**src/rtl/uart_pkg.sv**
```systemverilog
// Shared UART types and constants used by the receive path and its synchronizers.
package uart_pkg;

    typedef enum logic [2:0] {
        IDLE,
        START,
        DATA,
        PARITY,
        STOP
    } uart_rx_state_t;

    localparam int unsigned UART_SYNC_STAGES   = 2;
    localparam int unsigned UART_MAX_DATA_BITS = 8;

    function automatic logic maj3(input logic a, input logic b, input logic c);
        return (a & b) | (a & c) | (b & c);
    endfunction

endpackage

```
**src/rtl/uart_sync.sv**
```systemverilog
// N-flop synchronizer with configurable asynchronous reset value (rx, cts).
module uart_sync #(
    parameter int unsigned STAGES  = 2,
    parameter logic        RST_VAL = 1'b1
) (
    input  logic clk,
    input  logic rst_b,
    input  logic d,
    output logic q
);

    logic [STAGES-1:0] sync_q;
    logic [STAGES-1:0] sync_d;

    always_comb begin
        sync_d    = sync_q;
        sync_d[0] = d;
        for (int unsigned i = 1; i < STAGES; i++) begin
            sync_d[i] = sync_q[i-1];
        end
    end

    always_ff @(posedge clk or negedge rst_b) begin
        if (!rst_b) begin
            sync_q <= {STAGES{RST_VAL}};
        end else begin
            sync_q <= sync_d;
        end
    end

    assign q = sync_q[STAGES-1];

endmodule

```
**src/rtl/uart_rx.sv**
```systemverilog
// UART receive engine: start detect, 2-of-3 vote, framing, one-entry holding register.
// Optional parity checking is built when UART_RX_PARITY_EN is defined.
module uart_rx
    import uart_pkg::*;
#(
    parameter logic RST_LINE_VAL = 1'b1
) (
    input  logic       clk,
    input  logic       rst_b,
    input  logic       rx,
    input  logic       cfg_data8,
`ifdef UART_RX_PARITY_EN
    input  logic       cfg_parity_en,
    input  logic       cfg_parity_odd,
    output logic       rx_parity_err,
`endif
    input  logic       baud_sample_6th,
    input  logic       baud_sample_8th,
    input  logic       baud_sample_10th,
    input  logic       baud_sample_16th,
    output logic       baud_clear,
    output logic [7:0] rx_data,
    output logic       rx_valid,
    input  logic       rx_ready,
    output logic       rx_frame_err,
    output logic       rx_overrun,
    input  logic       rx_overrun_clr
);

    uart_rx_state_t state_q, state_d;
    logic                        rx_s;
    logic [UART_SYNC_STAGES-1:0] arm_q, arm_d;
    logic                        rx_prev_q, rx_prev_d;
    logic                        v6_q, v6_d, v8_q, v8_d;
    logic                        data8_q, data8_d;
    logic [3:0]                  bit_cnt_q, bit_cnt_d;
    logic [UART_MAX_DATA_BITS-1:0] shift_q, shift_d;
    logic                        baud_clear_q, baud_clear_d;
    logic [7:0]                  rx_data_q, rx_data_d;
    logic                        rx_valid_q, rx_valid_d;
    logic                        rx_frame_err_q, rx_frame_err_d;
    logic                        rx_overrun_q, rx_overrun_d;
    logic                        fall, bit_v, commit;
    logic                        tick6, tick8, tick10, tick16;
`ifdef UART_RX_PARITY_EN
    logic par_en_q, par_en_d, par_odd_q, par_odd_d, par_bit_q, par_bit_d;
    logic rx_parity_err_q, rx_parity_err_d;
`endif

    uart_sync #(
        .STAGES (UART_SYNC_STAGES),
        .RST_VAL(RST_LINE_VAL)
    ) u_sync (
        .clk  (clk),
        .rst_b(rst_b),
        .d    (rx),
        .q    (rx_s)
    );

    // Edge detect stays disarmed until the synchronizer has flushed its reset
    // value, so a line already held low out of reset cannot fake a start edge.
    assign arm_d     = {arm_q[UART_SYNC_STAGES-2:0], 1'b1};
    assign rx_prev_d = arm_q[UART_SYNC_STAGES-1] & rx_s;
    assign fall      = rx_prev_q & ~rx_s;

    // Ticks in the clear cycle belong to the generator's stale count.
    assign tick6  = baud_sample_6th  & ~baud_clear_q;
    assign tick8  = baud_sample_8th  & ~baud_clear_q;
    assign tick10 = baud_sample_10th & ~baud_clear_q;
    assign tick16 = baud_sample_16th & ~baud_clear_q;

    assign v6_d  = tick6 ? rx_s : v6_q;
    assign v8_d  = tick8 ? rx_s : v8_q;
    assign bit_v = maj3(v6_q, v8_q, rx_s);

    always_comb begin
        state_d      = state_q;
        data8_d      = data8_q;
        bit_cnt_d    = bit_cnt_q;
        shift_d      = shift_q;
        baud_clear_d = 1'b0;
        commit       = 1'b0;
`ifdef UART_RX_PARITY_EN
        par_en_d  = par_en_q;
        par_odd_d = par_odd_q;
        par_bit_d = par_bit_q;
`endif
        unique case (state_q)
            IDLE: begin
                if (fall) begin
                    baud_clear_d = 1'b1;
                    data8_d      = cfg_data8;
                    bit_cnt_d    = '0;
                    shift_d      = '0;
`ifdef UART_RX_PARITY_EN
                    par_en_d  = cfg_parity_en;
                    par_odd_d = cfg_parity_odd;
`endif
                    state_d = START;
                end
            end
            START: begin
                if (tick10 && bit_v) begin
                    state_d = IDLE;
                end else if (tick16) begin
                    state_d = DATA;
                end
            end
            DATA: begin
                if (tick10) begin
                    shift_d[bit_cnt_q[2:0]] = bit_v;
                end
                if (tick16) begin
                    bit_cnt_d = bit_cnt_q + 4'd1;
                    if (bit_cnt_q == (data8_q ? 4'd7 : 4'd6)) begin
`ifdef UART_RX_PARITY_EN
                        state_d = par_en_q ? PARITY : STOP;
`else
                        state_d = STOP;
`endif
                    end
                end
            end
`ifdef UART_RX_PARITY_EN
            PARITY: begin
                if (tick10) begin
                    par_bit_d = bit_v;
                end
                if (tick16) begin
                    state_d = STOP;
                end
            end
`endif
            STOP: begin
                if (tick10) begin
                    commit  = 1'b1;
                    state_d = IDLE;
                end
            end
            default: state_d = IDLE;
        endcase
    end

    always_comb begin
        rx_data_d      = commit ? shift_q : rx_data_q;
        rx_frame_err_d = commit ? ~bit_v  : rx_frame_err_q;
        rx_valid_d     = rx_valid_q;
        if (commit) begin
            rx_valid_d = 1'b1;
        end else if (rx_valid_q && rx_ready) begin
            rx_valid_d = 1'b0;
        end
        rx_overrun_d = rx_overrun_q;
        if (commit && rx_valid_q && !rx_ready) begin
            rx_overrun_d = 1'b1;
        end else if (rx_overrun_clr) begin
            rx_overrun_d = 1'b0;
        end
`ifdef UART_RX_PARITY_EN
        rx_parity_err_d = rx_parity_err_q;
        if (commit) begin
            rx_parity_err_d = par_en_q & ((^shift_q ^ par_bit_q) != par_odd_q);
        end
`endif
    end

    always_ff @(posedge clk or negedge rst_b) begin
        if (!rst_b) begin
            state_q        <= IDLE;
            arm_q          <= '0;
            rx_prev_q      <= 1'b0;
            v6_q           <= 1'b0;
            v8_q           <= 1'b0;
            data8_q        <= 1'b1;
            bit_cnt_q      <= '0;
            shift_q        <= '0;
            baud_clear_q   <= 1'b0;
            rx_data_q      <= '0;
            rx_valid_q     <= 1'b0;
            rx_frame_err_q <= 1'b0;
            rx_overrun_q   <= 1'b0;
        end else begin
            state_q        <= state_d;
            arm_q          <= arm_d;
            rx_prev_q      <= rx_prev_d;
            v6_q           <= v6_d;
            v8_q           <= v8_d;
            data8_q        <= data8_d;
            bit_cnt_q      <= bit_cnt_d;
            shift_q        <= shift_d;
            baud_clear_q   <= baud_clear_d;
            rx_data_q      <= rx_data_d;
            rx_valid_q     <= rx_valid_d;
            rx_frame_err_q <= rx_frame_err_d;
            rx_overrun_q   <= rx_overrun_d;
        end
    end

`ifdef UART_RX_PARITY_EN
    always_ff @(posedge clk or negedge rst_b) begin
        if (!rst_b) begin
            par_en_q        <= 1'b0;
            par_odd_q       <= 1'b0;
            par_bit_q       <= 1'b0;
            rx_parity_err_q <= 1'b0;
        end else begin
            par_en_q        <= par_en_d;
            par_odd_q       <= par_odd_d;
            par_bit_q       <= par_bit_d;
            rx_parity_err_q <= rx_parity_err_d;
        end
    end

    assign rx_parity_err = rx_parity_err_q;
`endif

    assign baud_clear   = baud_clear_q;
    assign rx_data      = rx_data_q;
    assign rx_valid     = rx_valid_q;
    assign rx_frame_err = rx_frame_err_q;
    assign rx_overrun   = rx_overrun_q;

endmodule

```
**config.mk**
```make
export PLATFORM = sky130hd
export DESIGN_NAME = uart_rx
export DESIGN_NICKNAME = d
export VERILOG_FILES = /design/src/rtl/uart_pkg.sv /design/src/rtl/uart_sync.sv /design/src/rtl/uart_rx.sv
export SDC_FILE = /design/constraint.sdc
export NUM_CORES = 1
export LEC_CHECK = 0
export CORE_MARGIN = 5
export CORE_UTILIZATION = 47
export DETAILED_ROUTE_END_ITERATION = 8
export GPL_TIMING_DRIVEN = 0
export PLACE_DENSITY = 0.73
export SLEW_MARGIN = 20
export SYNTH_ARGS = -nofsm -noshare
export SYNTH_HDL_FRONTEND = slang
export SYNTH_SLANG_ARGS = --single-unit
```
**constraint.sdc**
```tcl
create_clock -name clk -period 1.3 [get_ports clk]
set_input_delay 0.195 -clock clk [delete_from_list [all_inputs] [get_ports clk]]
set_output_delay 0.195 -clock clk [all_outputs]
set_load 0.01 [all_outputs]
```
# == After elaboration in Yosys (flattened, before gate mapping) ==
# Cells that the tools add are included.
# op_classes
add_sub_neg,1
n_bitwise,14
mux,25
magnitude_cmp,2
n_eq_ne,10
reduce_logical,14
# op_table
cell,count
3-bit two-way mux,6
8-bit two-way mux,2
8-bit one-hot mux with 2 select lines,1
3-bit one-hot mux with 4 select lines,1
1-bit two-way mux,10
"2-bit inequality test, second input constant",5
1-bit bitwise AND,9
8-bit bitwise mux,1
4-bit two-way mux,2
4-bit one-hot mux with 2 select lines,1
3-bit AND reduction,2
2-bit nonzero test,3
1-bit logical AND,5
5-bit AND reduction,1
"4-bit by 1-bit adder with 4-bit output, second input constant",1
4-bit by 3-bit == test with 1-bit output,1
"3-bit by 4-bit less-than comparator with 1-bit output, second input constant",1
1-bit demux with 3-bit select,1
"3-bit by 1-bit == test with 1-bit output, second input constant",1
"3-bit by 2-bit == test with 1-bit output, second input constant",1
"3-bit == test, second input constant",1
"3-bit by 1-bit greater-or-equal comparator with 1-bit output, second input constant",1
3-bit zero test,1
"3-bit inequality test, second input constant",1
4 further kinds,7
# totals
ff_bits,35
inputBits,10
wordCells,80

# == Longest topological paths before layout ==
# Gate-level depths: netlist of run 1.
# logic_depth
depth_word,7
depth_mapped,5

# == Cells and area by module ==
# From an unflattened synthesis of run 1, not the netlist that was laid out.
# unflattened
hier_cells,124
area_unflattened_um2,1505.2
# by_module_without_submodules
module,n_inst,cells_per_inst,seq_area_each_um2,area_per_inst_um2
uart_rx,1,122,827.0,1452.6
uart_sync,1,2,52.6,52.6

# == Worst setup path before layout of run 1 ==
# No wires, ideal clock.
# synth_path
kind,register to register
from,register state_q[2]
to,register shift_q[0]
stages_incl_launch_ff,5
t_required_ps,1221
setup_time_ps,79
slack_ps,-94
synth_period_minus_slack_ps,1394
t_arrival_ps,1315
cell_sequence,dfrtp_1 > nor3b_4 > nand2b_2 > nor4_2 > mux2i_1
# synth_via
elab_chain_len,3
# synth_rtl
item,line_no,source
"start, declared",uart_rx.sv:30,"uart_rx_state_t state_q, state_d;"
"start signal, assigned",uart_rx.sv:183,state_q <= state_d;
3-bit by 2-bit == test with 1-bit output / 3-bit zero test (equally long branches),uart_rx.sv:88,unique case (state_q)
2-bit inequality test (no source line) / 2-bit nonzero test (equally long branches),-,
3-bit AND reduction (no source line),-,
"end signal, assigned",uart_rx.sv:190,shift_q <= shift_d;
"end, declared",uart_rx.sv:37,"logic [UART_MAX_DATA_BITS-1:0] shift_q, shift_d;"
# Parallel ways exist; a longest one is shown, timed or not.
# A chain may end at the register's enable or synchronous reset.

# == Final worst setup path of run 1 ==
# layout_path
from,register state_q[1]
to,register bit_cnt_q[3]
# layout_via
elab_chain_len,3
# layout_rtl
item,line_no,source
3-bit by 2-bit == test with 1-bit output / 3-bit zero test (equally long branches),uart_rx.sv:88,
2-bit inequality test (no source line) / 2-bit nonzero test (equally long branches),-,
3-bit AND reduction (no source line),-,
"end signal, assigned",uart_rx.sv:189,bit_cnt_q <= bit_cnt_d;
"end, declared",uart_rx.sv:36,"logic [3:0] bit_cnt_q, bit_cnt_d;"
# Parallel ways exist; a longest one is shown, timed or not.

==> flow_metrics.py, run 1 <==
metrics = {
    "status": {
        "status": "finished with violations",
        "violations": "setup timing",
    },
    "place": {
        "gp_congestion": 0.783,
        "place_area_sq_um": 1770,
        "place_hpwl_um": 1890,
        "dp_slack_ps": -413,
        "port_buffers": 21,
    },
    "worst_setup_path": {
        "start_kind": "register",
        "worst-path-buf-inv": 2,
        "crit_family": "simple AND/OR/NAND/NOR gates",
        "crit_top_cell": "buf_6",
        "endpoint_kind": "register",
        "cp.required_ps": 1580,
        "cp_cell_sequence": "nor3b_4, buf_6, buf_6, nand2_4, or3_1, nand3_1",
        "path_max_fanout": 5,
        "crit_slowest_cell": "dfrtp_1",
        "path_class": "register to register",
        "slowest_delay_ps": 430,
        "critPathArrivalTime_ps": 1740,
    },
    "finish": {
        "final_layout_size_suffix_gt1_frac": 0.453,
        "final_area_sq_um": 2230,
        "fin_nets": 182,
        "mostFrequentLayoutCell": "dfrtp_1",
        "n_fill_cell": 213,
        "antenna_cells": 0,
        "area_growth_pct": 50.0,
        "utilization": 0.730,
        "final_cell_mix": "dfrtp_1, buf_4, mux2_2, dlygate4sd2_1",
    },
    "sta": {
        "fmax_mhz": 686,
        "rsz0062_at_grt": "true",
        "setup_slack_ps": -158,
        "finalCritPeriodShare": 1.12,
        "slew_violations": 0,
        "finClkSkew_ps": 8.67,
        "hold_viol": 0,
        "setup_viol": 26,
        "tns_ps": -2420,
        "period_needed_ps": 1460,
    },
    "global_routing": {
        "grt_pass1_vias": 1173,
        "grt_pass1_wl_um": 5460,
        "grt_remaining_overflow": 0,
        "track_usage": 0.172,
        "grt_max_degree": 36,
        "antenna_found_initial": 0,
    },
    "logic_synthesis": {
        "yosysSeqAreaShare": 0.592,
        "synth-edff-count": 0,
        "yosysWarningCount": 0,
        "ys_types": 36,
        "synth_ff_type": "dfrtp_1",
        "synth_top_family_by_area": "simple AND/OR/NAND/NOR gates",
        "syn_nets": 130,
        "ys_ff_latch": 35,
        "netlist_area_sq_um": 1490,
        "synth_xor_area_frac": 0.00590,
        "avgSynthCellArea_sq_um": 12.5,
        "yosys.area_share.simple": 0.164,
        "synth_compound_area_frac": 0.106,
        "muxShareOfSynthArea": 0.104,
        "synth-adder-area-share": 0.00842,
        "syn_inst": 119,
        "synth-async-reset-ratio": 1.00,
    },
    "detailed_routing": {
        "routed_wl_um": 3870,
        "dr.pass1.iters": 6,
        "drt-vias-per-instance": 5.51,
        "wl_per_cell_um": 17.9,
        "num_vias": 1191,
        "drc": 0,
        "drt.antenna.violating_nets": 0,
        "drt_iter0_drc": 53,
    },
    "floorplan": {
        "die-height_um": 66.2,
        "core_region_area_sq_um": 3050,
        "num_rows": 20,
        "io_pins": 22,
        "start_util": 0.486,
        "die_w_um": 66.2,
        "dieArea_sq_um": 4380,
    },
    "clock_network": {
        "clock_path_buffers": 2,
        "clk_pin_slew_ps": 100,
        "root_buffer": "clkbuf_4",
        "cts_buffers": 5,
        "htreeDepth": 2,
        "clock_sinks": 35,
        "cts_tree": "yes",
        "clk_latency_ps": 340,
    },
    "pwr": {
        "power.density_nw_per_um2": 1460,
        "finalPower_w": 0.00324,
        "irDropWorstVdd_v": 0.00116,
        "p_leak_nw": 1.04,
    },
    "job": {
        "cap_violations": 0,
    },
    "min_path": {
        "worst_hold_path_type": "primary input to register",
    },
}
[registers in the layout, indices dropped and copies added, names as in the netlist]
name,count
rx_frame_err,1
state_q,3
v6_q,1
data8_q,1
u_sync.sync_q,2
shift_q,8
baud_clear,1
v8_q,1
rx_overrun,1
arm_q,2
rx_prev_q,1
bit_cnt_q,4
rx_valid,1
rx_data,8
[kinds of logic after synthesis]
logic type                 Yosys count
xor gates and xnor gates             1
adders and majority gates            1
buffers and inverters                6
muxes                               14
DFF                                 35
and+or+nand+nor                     40
AOI/OAI and AO/OA                   21
other                                1
[metrics by stage]
step / hold slack, ps / cells
after floorplan: -101 / 119
after global placement: 334 / 184
after detailed placement: 167 / 185
after CTS: 247 / 206
after global routing: 234 / 216
final: 252 / 216
[where the power goes]
part | switching (W) | internal (W)
combinational | 0.000569 | 0.000543
sequential | 0.000196 | 0.00127
clock | 0.000349 | 0.000318
total | 0.00111 | 0.00213
[synthesized netlist by cell type, types with 2 or more instances]
cell	n	share of area
o211ai_1	5	0.025
nand3b_1	2	0.010
o31ai_1	4	0.020
nand2b_1	5	0.021
o311ai_1	2	0.012
dfstp_2	3	0.053
clkbuf_1	2	0.0051
mux2_2	11	0.083
nor2_1	3	0.0076
inv_1	2	0.0051
nand3_1	9	0.030
mux2i_1	3	0.020
o41ai_1	2	0.012
nor4_2	2	0.017
nor2b_1	2	0.0084
nand2_1	8	0.020
nand2_2	2	0.0084
dfrtp_1	32	0.54
o21ai_0	3	0.010
[cell type report]
type                       instances  area (sq um)  share of cell area
multi-input combinational         79           767               0.344
buffer                             3          33.8              0.0152
sequential                        35           887               0.398
timing repair buffer              45           408               0.183
tap                               44          55.1              0.0247
inverter                           2          7.51             0.00337
clock buffer                       8          68.8              0.0309
[path summary, 6_finish.rpt]
kind                                        from          endpoint  slack [ps]  depth (start not counted)
worst max-delay path                  state_q[1]      bit_cnt_q[3]        -160                          6
worst min-delay path                          rx  u_sync.sync_q[0]         250                          1
worst max register to register        state_q[1]      bit_cnt_q[3]        -160                          6
worst min register to register  u_sync.sync_q[0]  u_sync.sync_q[1]         360                          0
max in group asynchronous                  rst_b  u_sync.sync_q[1]         690                          3
min in group asynchronous                  rst_b        rx_data[6]         370                          3
[metal layers]
layer,GRT usage,up-vias,wire (um)
li1,-,541,-
met1,0.189,593,1450
met2,0.309,47,2110
met3,0.0357,10,179
met4,0.0838,0,125
met5,0,-,0
[what timing repair did]
item                                    CTS  global route
gates cloned                              2             0
resized for setup                        34            34
hold endpoints to repair                 32             0
endpoints found under the setup margin   36            24
setup buffers                            11            10
pin swaps                                 4             8
hold buffers                              1             0
(Power assumes the default switching activity.)
==> run 2: changes to the inputs <==
--- a/config.mk
+++ b/config.mk
@@ -7,7 +7,9 @@
 export LEC_CHECK = 0
 export CORE_MARGIN = 5
 export CORE_UTILIZATION = 47
+export CTS_CLUSTER_DIAMETER = 50
 export DETAILED_ROUTE_END_ITERATION = 8
+export GPL_ROUTABILITY_DRIVEN = 0
 export GPL_TIMING_DRIVEN = 0
 export PLACE_DENSITY = 0.73
 export SLEW_MARGIN = 20
==> results of run 2 <==
The final DEF is identical to that of run 1; final timing and power are the same.
